$ cat src/rtl/rot_square_ctrl_if.sv
// Register write/readback bus for the rotating-square controller.
// The board top (or bench) is the master; the controller is the slave.
interface rot_square_ctrl_if;
  logic        cfg_we;
  logic [1:0]  cfg_addr;
  logic [23:0] cfg_wdata;
  logic [23:0] cfg_rdata;

  modport master (output cfg_we, output cfg_addr, output cfg_wdata, input cfg_rdata);
  modport slave  (input cfg_we, input cfg_addr, input cfg_wdata, output cfg_rdata);
endinterface

$ cat src/rtl/rot_square_ctrl.sv
// Position sequencer and digit driver for the six-digit rotating square.
// Period/control registers, run/stop, single-step, one-lap mode, blanking.
module rot_square_ctrl #(
  parameter logic [23:0] DVSR_DEFAULT = 24'd12500000,
  parameter logic        RUN_AT_RESET = 1'b1
) (
  input  logic              clk,
  input  logic              clr,
  rot_square_ctrl_if.slave  cfg,
  output logic [3:0]        pos,
  output logic              step_pulse,
  output logic              lap_done,
  output logic [7:0]        bcd0,
  output logic [7:0]        bcd1,
  output logic [7:0]        bcd2,
  output logic [7:0]        bcd3,
  output logic [7:0]        bcd4,
  output logic [7:0]        bcd5
);

  localparam logic [7:0] SEG_UPPER = 8'b10011100;
  localparam logic [7:0] SEG_LOWER = 8'b10100011;
  localparam logic [7:0] SEG_BLANK = 8'hFF;

  logic [23:0] period_q, period_d;
  logic [23:0] cnt_q, cnt_d;
  logic [3:0]  pos_q, pos_d;
  logic        run_q, run_d;
  logic        dir_q, dir_d;
  logic        oneshot_q, oneshot_d;
  logic        disp_en_q, disp_en_d;
  logic        step_pulse_q, lap_done_q;

  logic        wr_period, wr_ctrl, wr_step;
  logic        do_step, do_wrap;
  logic [47:0] segs;

  // Out-of-range positions recover to 0 on the next step.
  function automatic logic [3:0] next_pos(input logic [3:0] p, input logic rev);
    if (p > 4'd11) begin
      return 4'd0;
    end else if (rev) begin
      return (p == 4'd0) ? 4'd11 : p - 4'd1;
    end else begin
      return (p == 4'd11) ? 4'd0 : p + 4'd1;
    end
  endfunction

  function automatic logic is_wrap(input logic [3:0] p, input logic rev);
    return rev ? (p == 4'd0) : (p == 4'd11);
  endfunction

  assign wr_period = cfg.cfg_we && (cfg.cfg_addr == 2'd0);
  assign wr_ctrl   = cfg.cfg_we && (cfg.cfg_addr == 2'd1);
  assign wr_step   = cfg.cfg_we && (cfg.cfg_addr == 2'd2);

  // A register write pre-empts a counter step; step commands only act while stopped.
  always_comb begin
    if (run_q) begin
      do_step = (cnt_q == period_q) && !wr_period && !wr_ctrl;
    end else begin
      do_step = wr_step;
    end
    do_wrap = do_step && is_wrap(pos_q, dir_q);
  end

  always_comb begin
    period_d  = period_q;
    run_d     = run_q;
    dir_d     = dir_q;
    oneshot_d = oneshot_q;
    disp_en_d = disp_en_q;
    cnt_d     = cnt_q;
    pos_d     = pos_q;
    if (wr_period) begin
      period_d = cfg.cfg_wdata;
    end else begin
      period_d = period_q;
    end
    if (wr_ctrl) begin
      run_d     = cfg.cfg_wdata[0];
      dir_d     = cfg.cfg_wdata[1];
      oneshot_d = cfg.cfg_wdata[2];
      disp_en_d = cfg.cfg_wdata[3];
    end else if (do_wrap && oneshot_q) begin
      run_d = 1'b0;
    end else begin
      run_d = run_q;
    end
    if (wr_period || wr_ctrl || !run_q || (cnt_q == period_q)) begin
      cnt_d = 24'd0;
    end else begin
      cnt_d = cnt_q + 24'd1;
    end
    if (do_step) begin
      pos_d = next_pos(pos_q, dir_q);
    end else begin
      pos_d = pos_q;
    end
  end

  always_ff @(posedge clk or posedge clr) begin
    if (clr) begin
      period_q     <= DVSR_DEFAULT;
      run_q        <= RUN_AT_RESET;
      dir_q        <= 1'b0;
      oneshot_q    <= 1'b0;
      disp_en_q    <= 1'b1;
      cnt_q        <= 24'd0;
      pos_q        <= 4'd0;
      step_pulse_q <= 1'b0;
      lap_done_q   <= 1'b0;
    end else begin
      period_q     <= period_d;
      run_q        <= run_d;
      dir_q        <= dir_d;
      oneshot_q    <= oneshot_d;
      disp_en_q    <= disp_en_d;
      cnt_q        <= cnt_d;
      pos_q        <= pos_d;
      step_pulse_q <= do_step;
      lap_done_q   <= do_wrap;
    end
  end

  always_comb begin
    case (cfg.cfg_addr)
      2'd0:    cfg.cfg_rdata = period_q;
      2'd1:    cfg.cfg_rdata = {20'd0, disp_en_q, oneshot_q, dir_q, run_q};
      2'd2:    cfg.cfg_rdata = 24'd0;
      2'd3:    cfg.cfg_rdata = {20'd0, pos_q};
      default: cfg.cfg_rdata = 24'd0;
    endcase
  end

  // Upper square walks bcd5..bcd0 for pos 0..5, lower square bcd0..bcd5 for pos 6..11.
  always_comb begin
    segs = {6{SEG_BLANK}};
    for (int i = 0; i < 6; i++) begin
      if (disp_en_q && (pos_q == 4'(5 - i))) begin
        segs[8*i +: 8] = SEG_UPPER;
      end else if (disp_en_q && (pos_q == 4'(6 + i))) begin
        segs[8*i +: 8] = SEG_LOWER;
      end else begin
        segs[8*i +: 8] = SEG_BLANK;
      end
    end
  end

  assign pos        = pos_q;
  assign step_pulse = step_pulse_q;
  assign lap_done   = lap_done_q;
  assign bcd0       = segs[7:0];
  assign bcd1       = segs[15:8];
  assign bcd2       = segs[23:16];
  assign bcd3       = segs[31:24];
  assign bcd4       = segs[39:32];
  assign bcd5       = segs[47:40];

endmodule

$ cat src/flat_wrapper.sv
// flat-port wrapper written by rule: the top's interface ports become plain ports
module rot_square_ctrl_flat 
#(
  parameter logic [23:0] DVSR_DEFAULT = 24'd12500000,
  parameter logic        RUN_AT_RESET = 1'b1
)
  (clk, clr, pos, step_pulse, lap_done, bcd0, bcd1, bcd2, bcd3, bcd4, bcd5, cfg_cfg_we, cfg_cfg_addr, cfg_cfg_wdata, cfg_cfg_rdata);
  rot_square_ctrl_if cfg_i ();
  input  logic clk;
  input  logic clr;
  output logic [3:0] pos;
  output logic step_pulse;
  output logic lap_done;
  output logic [7:0] bcd0;
  output logic [7:0] bcd1;
  output logic [7:0] bcd2;
  output logic [7:0] bcd3;
  output logic [7:0] bcd4;
  output logic [7:0] bcd5;
  input wire logic [$bits(cfg_i.cfg_we)-1:0] cfg_cfg_we;
  input wire logic [$bits(cfg_i.cfg_addr)-1:0] cfg_cfg_addr;
  input wire logic [$bits(cfg_i.cfg_wdata)-1:0] cfg_cfg_wdata;
  output wire logic [$bits(cfg_i.cfg_rdata)-1:0] cfg_cfg_rdata;
  assign cfg_i.cfg_we = cfg_cfg_we;
  assign cfg_i.cfg_addr = cfg_cfg_addr;
  assign cfg_i.cfg_wdata = cfg_cfg_wdata;
  assign cfg_cfg_rdata = cfg_i.cfg_rdata;
  rot_square_ctrl #(.DVSR_DEFAULT(DVSR_DEFAULT), .RUN_AT_RESET(RUN_AT_RESET)) u_core (.clk(clk), .clr(clr), .cfg(cfg_i), .pos(pos), .step_pulse(step_pulse), .lap_done(lap_done), .bcd0(bcd0), .bcd1(bcd1), .bcd2(bcd2), .bcd3(bcd3), .bcd4(bcd4), .bcd5(bcd5));
endmodule
$ cat config.mk
export PLATFORM = sky130hd
export DESIGN_NAME = rot_square_ctrl_flat
export DESIGN_NICKNAME = d
export VERILOG_FILES = /design/src/rtl/rot_square_ctrl_if.sv /design/src/rtl/rot_square_ctrl.sv /design/src/flat_wrapper.sv
export SDC_FILE = /design/constraint.sdc
export NUM_CORES = 1
export LEC_CHECK = 0
export ABC_AREA = 1
export CORE_MARGIN = 8
export CORE_UTILIZATION = 44
export CTS_CLUSTER_DIAMETER = 60
export DETAILED_ROUTE_END_ITERATION = 7
export MAX_ROUTING_LAYER = met4
export PLACE_DENSITY = 0.78
export SETUP_SLACK_MARGIN = 0.4
export SYNTH_ARGS = -nofsm -noshare
export SYNTH_HDL_FRONTEND = slang
export SYNTH_SLANG_ARGS = --single-unit
export TNS_END_PERCENT = 1
$ cat constraint.sdc
create_clock -name clk -period 1.9 [get_ports clk]
set_input_delay 0.475 -clock clk [delete_from_list [all_inputs] [get_ports clk]]
set_output_delay 0.475 -clock clk [all_outputs]
set_load 0.02 [all_outputs]
==> metrics.cfg <==
[logic_synthesis]
synth-adder-area-share = 0.0168
synth_cell_types = 35
synth_seq_cells = 58
yosys.area_share.xor_xnor = 0.0683
ys_seq_area_frac = 0.395
synth_mux_area_frac = 0
avgSynthCellArea_um2 = 7.43
netlist_instances = 501
synth_simple_gate_area_frac = 0.294
ys_warn_count = 0
netlist_area_mm2 = 0.00372
synth-compound-area-share = 0.0767
synth_top_family_by_area = simple AND/OR/NAND/NOR gates

[cells_and_area]
final_cell_mix = nand2_1 (93), buf_4 (61), buf_6 (58)
antenna_cells = 0
nNetsFinal = 673
final_common_cell = nand2_1
fillers = 614
syn_to_final_growth_pct = 59.2
design_area_mm2 = 0.00592
drive_above_1_share = 0.460

[critical_path]
rr_endpoint = u_core.cnt_q[12]
cp_common_cell = nand2_1
rr_worst_depth = 12
reg2reg_slack_ns = 0.09
worst-path-buf-inv = 2
regToRegStartpoint = u_core.cnt_q[8]
endpoint_kind = output pin
timing_worst_setup_path_type = reg2out
arrival_ns = 1.57
slowest_delay_ns = 0.45
critical_path.max_fanout = 4
crit_family = flip-flops
cp.required_ns = 1.42
startpoint_type = register
path_cells = ha_1 > nand2_1 > inv_2 > nand2_1 > and2_4 > buf_6
slowest_stage = dfrtp_2

[die]
die_x_um = 108
die_area_mm2 = 0.0117
core_region_area_mm2 = 0.00822
rows = 33
initial_core_util = 0.453
dieHeight_um = 108
pin_count = 107

[power_and_ir_drop]
p_leak_uw = 0.00259
ir_drop_mv = 0.386
p_total_uw = 5190
power-per-cell-area_mw_per_mm2 = 876

[global_routing]
overflow = 0
grt_use_total = 0.198
grt_pass1_vias = 3741
grt_max_degree = 59
grt_pass1_wl_um = 17800
antenna_found_initial = 0

[route]
drt-vias-per-instance = 4.96
antenna_left = 0
routed_wirelength_um = 11700
num_vias = 3718
drt_first_pass_iters = 4
drtIter0Drc = 191
routedWlPerCell_um = 15.7
drcViolationCount = 0

[timing]
setup_ws_ns = -0.149
setup_viol = 43
maxSlewViolCount = 0
fin_crit_ns = 2.05
period_share = 1.08
max_freq_ghz = 0.488
rsz0062_at_grt = true
clock_skew_ns = 0.00535
hold_viol_final = 0
timing.hold.ws_ns = 0.532

[cts]
clock_latency_ns = 0.35
htree_levels = 3
cts_buffers = 9
cts_tree = built
cts_root_buf = clkbuf_8
clk_path_buf_depth = 2
cts_sinks = 58
clk_pin_slew_ns = 0.07
cts_hold_buf = 0

[hold_path]
hold_path_end = u_core.period_q[20]
worstHoldPathCells = 2
hold_class = reg2reg
worstHoldStart = u_core.period_q[20]

[place]
place.gp.congestion = 0.970
placed_area_mm2 = 0.00505
dp_hpwl_um = 8610
portBuffers = 100

[status]
violations = setup timing
status = finished with violations

[flow_run]
max_cap_viol_count = 0

## cells by family after synthesis
kind of cell | after synthesis
fa+ha+maj | 5
other cells | 1
flops | 58
simple gates | 243
xor+xnor | 29
buf+inv | 114
compound gates | 51
## worst max path at each step
stage,slack [ns],endpoint,from,cells past startpoint
after floorplan,-0.04,cfg_cfg_rdata[2],u_core.pos[2],2
after global placement,-0.70,cfg_cfg_rdata[19],cfg_cfg_addr[1],6
after detailed placement,-0.78,cfg_cfg_rdata[10],cfg_cfg_addr[0],6
after CTS,-0.12,bcd4[6],u_core.pos[1],7
after global routing,-0.22,bcd2[6],u_core.pos[1],6
final,-0.15,bcd2[6],u_core.pos[0],6
## through the flow
stage / setup WS, ns / utilization / cells / TNS (ns)
after floorplan: -0.0437 / - / 506 / -0.113
after global placement: -0.696 / 0.614 / 724 / -32.88
after detailed placement: -0.782 / 0.614 / 724 / -40.44
after CTS: -0.124 / 0.641 / 743 / -2.44
after global routing: -0.220 / 0.721 / 749 / -5.11
final: -0.149 / 0.721 / 749 / -2.62
## worst reg2reg max path, delay by kind of cell, from the launching register on
family / cells / cell delay, ns
AOI/OAI and AO/OA: 1 / 0.10
DFF: 1 / 0.43
and+or+nand+nor: 9 / 0.90
buffers and inverters: 2 / 0.27
## state kept, by name, summed over array words and instances (netlist names)
register / flops
u_core.cnt_q: 24
u_core.period_q: 24
u_core.pos: 4
u_core.dir_q: 1
u_core.disp_en_q: 1
u_core.lap_done: 1
u_core.oneshot_q: 1
u_core.run_q: 1
u_core.step_pulse: 1
## synthesized netlist by cell type
cell type,count,area (µm²)
a211oi_1,1,7.51
a21oi_1,6,30.0
a31oi_1,2,12.5
and2_1,5,31.3
buf_4,31,233
buf_6,1,11.3
clkbuf_1,7,26.3
conb_1,1,3.75
dfrtp_1,44,1100
dfstp_2,14,368
ha_1,5,62.6
inv_1,72,270
inv_2,3,11.3
nand2_1,109,409
nand2_2,4,25.0
nand3_1,16,80.1
nand3_2,3,30.0
nand4_1,7,43.8
nor2_1,66,248
nor2_2,7,43.8
nor2_4,3,33.8
nor3_1,14,70.1
nor3_2,1,10.0
nor3_4,1,16.3
nor3b_1,3,22.5
nor3b_2,1,12.5
nor4_1,3,18.8
o2111a_1,1,11.3
o211ai_1,2,15.0
o21a_1,1,7.51
o21ai_0,35,175
o221ai_1,1,8.76
o311ai_0,2,17.5
xnor2_1,17,149
xor2_1,12,105
## per-layer routing
metal	wire length (µm)	track usage	vias to the layer above	share of wire
met4	375	0.0922	0	0.032
met3	614	0.0410	31	0.052
li1	-	-	1797	-
met5	0	-	-	0
met1	4890	0.226	1770	0.42
met2	5870	0.326	120	0.50
## where the power goes
group          leakage, µW  total, µW  switching, µW  internal (µW)
combinational      0.00178       2420           1280           1140
sequential        0.000720       1600            168           1430
clock            0.0000945       1170            533            640
total              0.00259       5190           1980           3210
## what timing repair did
item,CTS,global route
setup buffers,3,6
cloned,0,0
resized for setup,395,183
pin swaps,20,60
setup endpoints to repair,129,124
## cell type report
| cell class | count | area [µm²] | share of cell area |
|---|---|---|---|
| clock buffers | 10 | 138 | 0.0232 |
| well taps | 105 | 131 | 0.0222 |
| clock inverters | 6 | 66.3 | 0.0112 |
| multi-input cells | 334 | 2260 | 0.382 |
| repair buffers | 161 | 1550 | 0.262 |
| flip-flops and latches | 58 | 1480 | 0.250 |
| inverters | 75 | 298 | 0.0503 |
Power figures use the tool's default switching activity.
